==> src/rtl/axis_shutdown_sequencer.sv <==
// Shutdown sequencer for a chain of AXI-Stream gates: closes gates 0..N-1 in order,
// reopens them N-1..0, and bounds every acknowledge wait with an optional timeout.
module axis_shutdown_sequencer #(
    parameter int C_NUM_CHANNELS   = 4,
    parameter int C_TIMEOUT_CYCLES = 1024,
    parameter int C_IDX_WIDTH      = (C_NUM_CHANNELS > 1) ? $clog2(C_NUM_CHANNELS) : 1
) (
    input  logic                      clk,
    input  logic                      rst_n,
    input  logic                      stop_req,
    output logic [C_NUM_CHANNELS-1:0] shutdown_req,
    input  logic [C_NUM_CHANNELS-1:0] shutdown_ack,
    output logic                      running,
    output logic                      stopped,
    output logic                      busy,
    output logic                      timeout_flag,
    output logic [C_IDX_WIDTH-1:0]    timeout_channel,
    input  logic                      timeout_clr
);

    localparam int CNT_WIDTH = (C_TIMEOUT_CYCLES > 0) ? $clog2(C_TIMEOUT_CYCLES + 1) : 1;
    localparam logic TIMEOUT_EN = (C_TIMEOUT_CYCLES > 0);
    localparam logic [C_IDX_WIDTH-1:0] LAST_IDX = C_IDX_WIDTH'(C_NUM_CHANNELS - 1);
    localparam logic [CNT_WIDTH-1:0] CNT_FIRE =
        CNT_WIDTH'((C_TIMEOUT_CYCLES > 0) ? (C_TIMEOUT_CYCLES - 1) : 0);

    typedef enum logic [1:0] {
        S_RUNNING,
        S_STOPPING,
        S_STOPPED,
        S_STARTING
    } state_e;

    state_e                      state_q, state_d;
    logic [C_IDX_WIDTH-1:0]      idx_q, idx_d;
    logic [CNT_WIDTH-1:0]        cnt_q, cnt_d;
    logic [C_NUM_CHANNELS-1:0]   req_q, req_d;
    logic                        running_q, running_d;
    logic                        stopped_q, stopped_d;
    logic                        busy_q, busy_d;
    logic                        flag_q, flag_d;
    logic [C_IDX_WIDTH-1:0]      chan_q, chan_d;

    logic                        ackSel;
    logic                        ackMatch;
    logic                        waiting;
    logic                        fire;
    logic                        advance;
    logic [C_IDX_WIDTH-1:0]      idxInc;
    logic [C_IDX_WIDTH-1:0]      idxDec;

    always_comb begin
        state_d   = state_q;
        idx_d     = idx_q;
        cnt_d     = cnt_q;
        req_d     = req_q;
        flag_d    = flag_q;
        chan_d    = chan_q;
        idxInc    = idx_q + 1'b1;
        idxDec    = idx_q - 1'b1;
        ackSel    = shutdown_ack[idx_q];
        waiting   = (state_q == S_STOPPING) || (state_q == S_STARTING);
        ackMatch  = (state_q == S_STOPPING) ? ackSel : ~ackSel;
        // A matched ack on the firing cycle takes priority over the timeout.
        fire      = waiting && !ackMatch && TIMEOUT_EN && (cnt_q == CNT_FIRE);
        advance   = waiting && (ackMatch || fire);

        case (state_q)
            S_RUNNING: begin
                if (stop_req) begin
                    state_d  = S_STOPPING;
                    idx_d    = '0;
                    cnt_d    = '0;
                    req_d[0] = 1'b1;
                end
            end
            S_STOPPING: begin
                if (advance) begin
                    if (idx_q == LAST_IDX) begin
                        state_d = S_STOPPED;
                    end else begin
                        idx_d         = idxInc;
                        req_d[idxInc] = 1'b1;
                        cnt_d         = '0;
                    end
                end else if (cnt_q != {CNT_WIDTH{1'b1}}) begin
                    cnt_d = cnt_q + 1'b1;
                end
            end
            S_STOPPED: begin
                if (!stop_req) begin
                    state_d         = S_STARTING;
                    idx_d           = LAST_IDX;
                    cnt_d           = '0;
                    req_d[LAST_IDX] = 1'b0;
                end
            end
            S_STARTING: begin
                if (advance) begin
                    if (idx_q == '0) begin
                        state_d = S_RUNNING;
                    end else begin
                        idx_d         = idxDec;
                        req_d[idxDec] = 1'b0;
                        cnt_d         = '0;
                    end
                end else if (cnt_q != {CNT_WIDTH{1'b1}}) begin
                    cnt_d = cnt_q + 1'b1;
                end
            end
            default: begin
                state_d = S_RUNNING;
            end
        endcase

        // A new timeout beats a simultaneous clear; otherwise only the first one is recorded.
        if (fire && (!flag_q || timeout_clr)) begin
            flag_d = 1'b1;
            chan_d = idx_q;
        end else if (timeout_clr) begin
            flag_d = 1'b0;
            chan_d = '0;
        end

        running_d = (state_d == S_RUNNING);
        stopped_d = (state_d == S_STOPPED);
        busy_d    = (state_d == S_STOPPING) || (state_d == S_STARTING);
    end

    always_ff @(posedge clk or negedge rst_n) begin
        if (!rst_n) begin
            state_q   <= S_RUNNING;
            idx_q     <= '0;
            cnt_q     <= '0;
            req_q     <= '0;
            running_q <= 1'b1;
            stopped_q <= 1'b0;
            busy_q    <= 1'b0;
            flag_q    <= 1'b0;
            chan_q    <= '0;
        end else begin
            state_q   <= state_d;
            idx_q     <= idx_d;
            cnt_q     <= cnt_d;
            req_q     <= req_d;
            running_q <= running_d;
            stopped_q <= stopped_d;
            busy_q    <= busy_d;
            flag_q    <= flag_d;
            chan_q    <= chan_d;
        end
    end

    assign shutdown_req    = req_q;
    assign running         = running_q;
    assign stopped         = stopped_q;
    assign busy            = busy_q;
    assign timeout_flag    = flag_q;
    assign timeout_channel = chan_q;

endmodule

==> config.mk <==
export PLATFORM = sky130hd
export DESIGN_NAME = axis_shutdown_sequencer
export DESIGN_NICKNAME = d
export VERILOG_FILES = /design/src/rtl/axis_shutdown_sequencer.sv
export SDC_FILE = /design/constraint.sdc
export NUM_CORES = 1
export LEC_CHECK = 0
export CORE_MARGIN = 4
export CORE_UTILIZATION = 45
export CTS_CLUSTER_DIAMETER = 100
export DETAILED_ROUTE_END_ITERATION = 16
export PLACE_DENSITY = 0.67
export SKIP_LAST_GASP = 1
export SLEW_MARGIN = 20
export SYNTH_ARGS = -nofsm -noshare
export SYNTH_HDL_FRONTEND = slang
export SYNTH_SLANG_ARGS = --single-unit
==> constraint.sdc <==
create_clock -name clk -period 2.3 [get_ports clk]
set_input_delay 0.46 -clock clk [delete_from_list [all_inputs] [get_ports clk]]
set_output_delay 0.46 -clock clk [all_outputs]
set_load 0.02 [all_outputs]
==> metrics.md, run 1 <==
| Metric | Value |
|---|---|
| Status | finished clean |
| H-tree levels | 1 |
| CTS tree | yes |
| Final Max Tran Viols | 0 |
| Remaining DRCs | 0 |
| Cell Area, Placed | between 1500 and 2000 um2 |
| Crit-path cells | mux4_2, xor2_2, or4_4, a2111o_1, o21ai_1 |
| Post-synthesis cell count | 160 |
| Avg Vias per Cell | a little under 6 |
| Iteration-0 DRC count of the detailed router | ~110 |
| Top-count cell post-synth | dfrtp_1 |
| Final HPWL DP | around 2.7 mm |
| Ratio of final minimum period to clock period | 95.8% |
| Max_cap viols | 0 |
| Initial antenna violation count | 0 |
| Die area | 4300 um2 |
| CTS Root Cell | clkbuf_4 |
| Pwr dens | 1210 nW/um2 |
| Worst hold path class | input port to async pin |
| Final hold vios | 0 |
| GRT Residual Overflow | 0 |
| Commonest cells post-synth | 23 x dfrtp_1, 20 x nand2_1, 10 x a21oi_1, 9 x inv_1, 8 x nand3_1 |
| Top FF cell, synth | dfrtp_1 |
| Ys Warns | 0 |
| Pin count of the biggest net entering global routing | 25 |
| Critical path peak fanout | 3 |
| Lkg Pwr | 0.855 nW |
| Reg clk slew, reported paths | 0.14 ns |
| Post-synth top area share | 38.6% |
| Syn avg cell area | 9.31 um2 |
| Sequential share of the synthesized area | 40.4% |
| Synth-to-Final Area Change | 31.3% |
| Crit path DAT | around 2.5 ns |
| Die X | ~66 um |
| Fin cells | 244 |
| CTS max path bufs | 2 |
| WL per Instance | 14.8 um |
| Actual slew at the worst max-slew pin | 0.488 ns |
| CP Buf/Inv Count | 0 |
| # diodes | 0 |
| # setup viols final | 0 |
| Share of cells above drive strength 1 | 19.5% |
| Syn_nets | 174 |
| Synth Cell Area | 1490 um2 |
| RSZ-0062 raised after global routing | yes |
| CP Class | flip-flop to flip-flop |
| First-pass GRT wire length | just over 6 mm |
| Max frequency | 454 MHz |
| Clock Latency Late Sink | 0.33 ns |
| Design Area, Final | 1960 um2 |
| Drt pass-1 iters | 6 |
| Min Clock Period, post-route | 2.20 ns |
| Yosys reg bits | 24 |
| Worst path slowest cell | mux4_2 |
| IO Port Bufs | 17 |
| Setup Skew | 0.00968 ns |
| Cell taking the most area after synthesis | dfrtp_1 |
| Post-synth cell types | 45 |
| Starting Density | 48.0% |
| Core area | 3100 um2 |
| Asr flop ratio synth | between 90% and 100% |
| Final Wtd Congestion | 0.844 |
| Routed Antenna Nets | 0 |
| Worst rel slew slack | 67.5% |
| Std cell rows | 20 |
| Number of global-route vias before repair | 1321 |
| Post-synth EDFFs | 0 |
| Max incr delay on CP | ~0.6 ns |
| Clock sink total | 24 |
| Num CTS Buffers | 3 |
| Total GRT Usage | approximately 18% |
| Via count of the routed design | 1417 |
| Critical path's top delay family | multiplexers |
| Die Ht | 65.5 um |
| Top Ports | 18 |
| CP endpoint kind | flip-flop |
| Placed Instances | 240 |
| Worst VDD drop | 0.729 mV |
| Dominant cells by area after synthesis | dfrtp_1 39%, ha_1 5.0%, nand2_1 5.0% |
| Crit path required time | roughly 2.6 ns |
| NumNets Final | 215 |
| Drt total wl | about 3.6 mm |
| Crit start category | flip-flop |
registers in the layout (all words and copies together), names as in the netlist:
register,cells
running,1
busy,1
stopped,1
cnt_q,11
timeout_flag,1
idx_q,2
state_q,1
timeout_channel,2
shutdown_req,4
worst paths after layout:
| kind | end | slack (ns) | from | depth (start not counted) |
|---|---|---|---|---|
| max | cnt_q[7] | 0.1 | idx_q[0] | 5 |
| max in group asynchronous | running | 1.54 | rst_n | 2 |
| min | stopped | 0.47 | rst_n | 2 |
| min in group clk | timeout_channel[1] | 0.48 | timeout_channel[1] | 2 |
| min reg2reg | timeout_channel[1] | 0.48 | timeout_channel[1] | 2 |
| max reg2reg | cnt_q[7] | 0.1 | idx_q[0] | 5 |
where the power goes:
part / switching, W / internal, W / total, W
sequential: 0.0000844 / 0.000528 / 0.000612
clock: 0.000135 / 0.0000970 / 0.000232
combinational: 0.000799 / 0.000727 / 0.00153
area by class of cell:
cell class	count	area, um2
tap	44	55.1
timing repair buffer	41	360
inverter	9	33.8
fill	290	1150
sequential	24	602
clock buffer	4	36.3
multi-input combinational	122	870
layer usage:
metal	vias to the layer above	routed length, um	global-route usage, %
met5	-	0	0
met4	0	42	5.44
met2	54	1670	28.6
met1	674	1670	25.9
li1	685	-	-
met3	4	224	2.39
kinds of logic (layout without fill, tap and decap cells):
kind of cell,after synthesis,count (layout),synth area share [%]
XOR/XNOR,5,5,3.44
adder cells (fa/ha/maj),6,6,5.04
AND/OR/NAND/NOR,61,61,22.0
flip-flops,24,24,40.4
buffers and inverters,14,54,3.53
AO/OA/AOI/OAI,44,44,20.5
multiplexers,6,6,5.12
cell usage in the layout (no fill, tap or decap), types with 3 or more instances in the layout:
master and count:
buf_4 24, nand2_1 20, clkdlybuf4s50_1 13, mux2_2 3, o31ai_1 3, dlymetal6s2s_1 4, dfrtp_1 23, ha_1 6
or4_1 5, nand2b_1 4, nor2_1 5, nand4_1 6, a21oi_1 10, a22oi_1 4, o21ai_0 6, inv_1 9
nor2b_1 3, clkbuf_4 3, nand3_1 8
stage by stage:
| step | util [%] | hold slack, ns | TNS, ns | total power (W) | setup WS [ns] |
|---|---|---|---|---|---|
| final | 63.1 | 0.471 | 0 | 0.00237 | 0.0964 |
| after global routing | 63.1 | 0.497 | -0.0160 | 0.00255 | -0.0160 |
| after CTS | 62.1 | 0.483 | 0 | 0.00232 | 0.0116 |
| after detailed placement | 60.5 | 0.461 | -3.19 | 0.00205 | -0.362 |
| after global placement | 60.5 | 0.451 | -2.84 | 0.00202 | -0.332 |
| after floorplan | - | 0.164 | 0 | 0.00146 | 0.0271 |
repair_timing:
item	CTS	global route
gates resized for setup	2	6
pin swaps	1	0
hold buffers	0	0
endpoints found under the setup margin	1	6
setup buffers	0	0
worst register-to-register path: stages (launching register included):
cell and delay, ns:
dfrtp_1 0.39, mux4_2 0.60, xor2_2 0.19, or4_4 0.51
a2111o_1 0.37, o21ai_1 0.07
Power figures use the tool's default switching activity.
==> run 2: changes to the inputs <==
SLEW_MARGIN = unset   (was 20)
==> results of run 2 <==
Same layout as run 1: the final DEF is identical, and so are final timing and power.
==> run 3: changes to the inputs <==
PLACE_DENSITY = 0.65   (was 0.67)
clock period = 2.79 ns   (was 2.3 ns; I/O delays follow)
==> metrics.md, run 3 (synthesized netlist as in run 1, its figures left out) <==
| Metric | Value |
|---|---|
| Clock power frac | 13.6% (was 9.8%) |
| Postcts setup bufs | 0 (unchanged) |
| Cell Area, Placed | 1770 um2 (was 1880 um2) |
| Largest register FFs | 11 (unchanged) |
| # diodes | 0 (unchanged) |
| Clock sink total | 24 (unchanged) |
| NumNets Final | 201 (was 215) |
| Worst rel slew slack | 60.0% (was 67.5%) |
| Crit path DAT | 2.71 ns (was 2.46 ns) |
| Combinational power share | 57.2% (was 64.4%) |
| Final Max Tran Viols | 0 (unchanged) |
| Crit path required time | 3.06 ns (was 2.56 ns) |
| Reg clk slew, reported paths | 0.14 ns (about the same) |
| Min Clock Period, post-route | 2.44 ns |
| Max_cap viols | 0 (unchanged) |
| Top Ports | 18 (unchanged) |
| Final HPWL DP | 2.65 mm (was 2.68 mm) |
| WL per Instance | 15.3 um (was 14.8 um) |
| Num CTS Buffers | 3 (unchanged) |
| Actual slew at the worst max-slew pin | 0.598 ns (was 0.488 ns) |
| Drt total wl | 3.53 mm (was 3.61 mm) |
| Core area | 3100 um2 (unchanged) |
| Iteration-0 DRC count of the detailed router | 59 (was 105) |
| Fillers | 312 (was 290) |
| Starting Density | 48.0% (unchanged) |
| Hold buffers post-CTS | 0 (unchanged) |
| CTS Root Cell | clkbuf_4 (unchanged) |
| Crit-path cells | clkdlybuf4s50_1, mux4_2, xor2_1, or4_4, a2111o_1, o21ai_1 (was mux4_2, xor2_2, or4_4, a2111o_1, o21ai_1) |
| Number of global-route vias before repair | 1284 (was 1321) |
| Std cell rows | 20 (unchanged) |
| Ratio of final minimum period to clock period | 87.4% |
| CTS max path bufs | 2 (unchanged) |
| Most common cell after layout, fill and taps aside | dfrtp_1 (was buf_4) |
| Worst VDD drop | 0.666 mV (was 0.729 mV) |
| Die area | 4300 um2 (unchanged) |
| GRT Residual Overflow | 0 (unchanged) |
| Final TNS setup | 0 ns (unchanged) |
| Status | finished clean (unchanged) |
| CTS tree | yes (unchanged) |
| Pwr dens | 1020 nW/um2 (was 1210 nW/um2) |
| Final Wtd Congestion | 0.831 (was 0.844) |
| Routed Antenna Nets | 0 (unchanged) |
| Drt pass-1 iters | 4 (was 6) |
| Reg with most FFs | cnt_q (unchanged) |
| Clock Latency Late Sink | 0.32 ns (was 0.33 ns) |
| Total GRT Usage | 17.8% (was 18.1%) |
| Initial antenna violation count | 0 (unchanged) |
| Die X | 65.5 um (unchanged) |
| Synth-to-Final Area Change | 22.4% (was 31.3%) |
| Share of cells above drive strength 1 | 11.8% (was 19.5%) |
| Die Ht | 65.5 um (unchanged) |
| Critical path peak fanout | 4 (was 3) |
| CP Class | input port to flip-flop (was flip-flop to flip-flop) |
| Internal power | 0.00106 W (was 0.00135 W) |
| CP endpoint kind | flip-flop (unchanged) |
| Final hold vios | 0 (unchanged) |
| Pin count of the biggest net entering global routing | 19 (was 25) |
| Remaining DRCs | 0 (unchanged) |
| Most frequent cells in the layout | 23 x dfrtp_1, 20 x nand2_1, 17 x clkdlybuf4s50_1, 10 x a21oi_1, 10 x buf_4 (was 24 x buf_4, 23 x dfrtp_1, 20 x nand2_1, 13 x clkdlybuf4s50_1, 10 x a21oi_1) |
| Setup Skew | 0.0170 ns (was 0.00968 ns) |
| Sequential share of power | 29.3% (was 25.8%) |
| First-pass GRT wire length | 5.98 mm (was 6.16 mm) |
| Worst hold path class | flip-flop to flip-flop (was input port to async pin) |
| Worst path slowest cell | or4_4 (was mux4_2) |
| Switching pwr | 0.000801 W (was 0.00102 W) |
| Max incr delay on CP | 0.57 ns (was 0.60 ns) |
| Final Core Density | 58.8% (was 63.1%) |
| H-tree levels | 1 (unchanged) |
| # setup viols final | 0 (unchanged) |
| PostCTS Resize Cnt | 0 (was 2) |
| Crit start category | input port (was flip-flop) |
| Switching Fraction | 43.0% (about the same) |
| Via count of the routed design | 1371 (was 1417) |
| Lkg Pwr | 0.751 nW (was 0.855 nW) |
| Total power | 0.00186 W (was 0.00237 W) |
| Design Area, Final | 1820 um2 (was 1960 um2) |
| RSZ-0062 raised after global routing | no (was yes) |
| Avg Vias per Cell | 5.96 (was 5.81) |
| WHS | 0.488 ns (was 0.471 ns) |
| IO Port Bufs | 17 (unchanged) |
| Max frequency | 410 MHz |
==> run 3: changes by cell type in the layout (fill, tap and decap cells not counted) <==
cell / delta
clkdlybuf4s50_1: +4
xnor2_1: +1
xnor2_4: -1
buf_4: -14
xor2_2: -1
clkbuf_8: -1
a32oi_2: -1
dlymetal6s2s_1: -4
a32oi_1: +1
bufinv_16: +1
xor2_1: +1
==> run 3: final timing paths <==
path | start | cells past startpoint | end | slack, ns
setup / recovery | shutdown_ack[0] | 6 | cnt_q[7] | 0.35
hold / removal | timeout_channel[0] | 2 | timeout_channel[0] | 0.49
setup reg to reg | idx_q[0] | 5 | cnt_q[7] | 0.43
hold reg to reg | timeout_channel[0] | 2 | timeout_channel[0] | 0.49
max in group asynchronous | rst_n | 2 | cnt_q[4] | 1.62
min in group asynchronous | rst_n | 1 | state_q[1] | 0.56
==> run 3: stage by stage <==
stage	cells	setup slack, ns
after detailed placement	226	0.0192
after CTS	230	0.350
after global placement	226	0.0523
after floorplan	160	0.435
final	230	0.351
after global routing	230	0.309
==> run 3: layout make-up <==
class / count / area, um2 / share of cell area [%]
inverters: 9 / 33.8 / 1.85
repair buffers: 27 / 245 / 13.4
well taps: 44 / 55.1 / 3.02
multi-input cells: 122 / 836 / 45.8
clock buffers: 3 / 22.5 / 1.23
flip-flops and latches: 24 / 602 / 33.0
clock inverters: 1 / 30.0 / 1.65
==> run 3: worst max-delay path: cells and delay by family <==
kind	cells	cell delay, ns
AND/OR/NAND/NOR	1	0.57
multiplexers	1	0.53
AO/OA/AOI/OAI	2	0.44
buffers and inverters	1	0.42
XOR/XNOR	1	0.19
==> run 3: power groups by stage <==
| stage | Combinational, W | Sequential, W | Clock, W |
|---|---|---|---|
| floorplan | 0.000654 | 0.000550 | 0 |
| detailed placement | 0.00106 | 0.000549 | 0 |
| finish | 0.00107 | 0.000545 | 0.000253 |
| global placement | 0.00104 | 0.000543 | 0 |
| global route | 0.00117 | 0.000559 | 0.000275 |
| CTS | 0.00106 | 0.000544 | 0.000258 |
==> run 3: per-layer routing <==
layer	vias up	wire length (um)	global-route usage, %
li1	665	-	-
met1	658	1690	24.0
met2	46	1640	29.5
met3	2	173	4.62
met4	0	21	2.33
met5	-	0	0
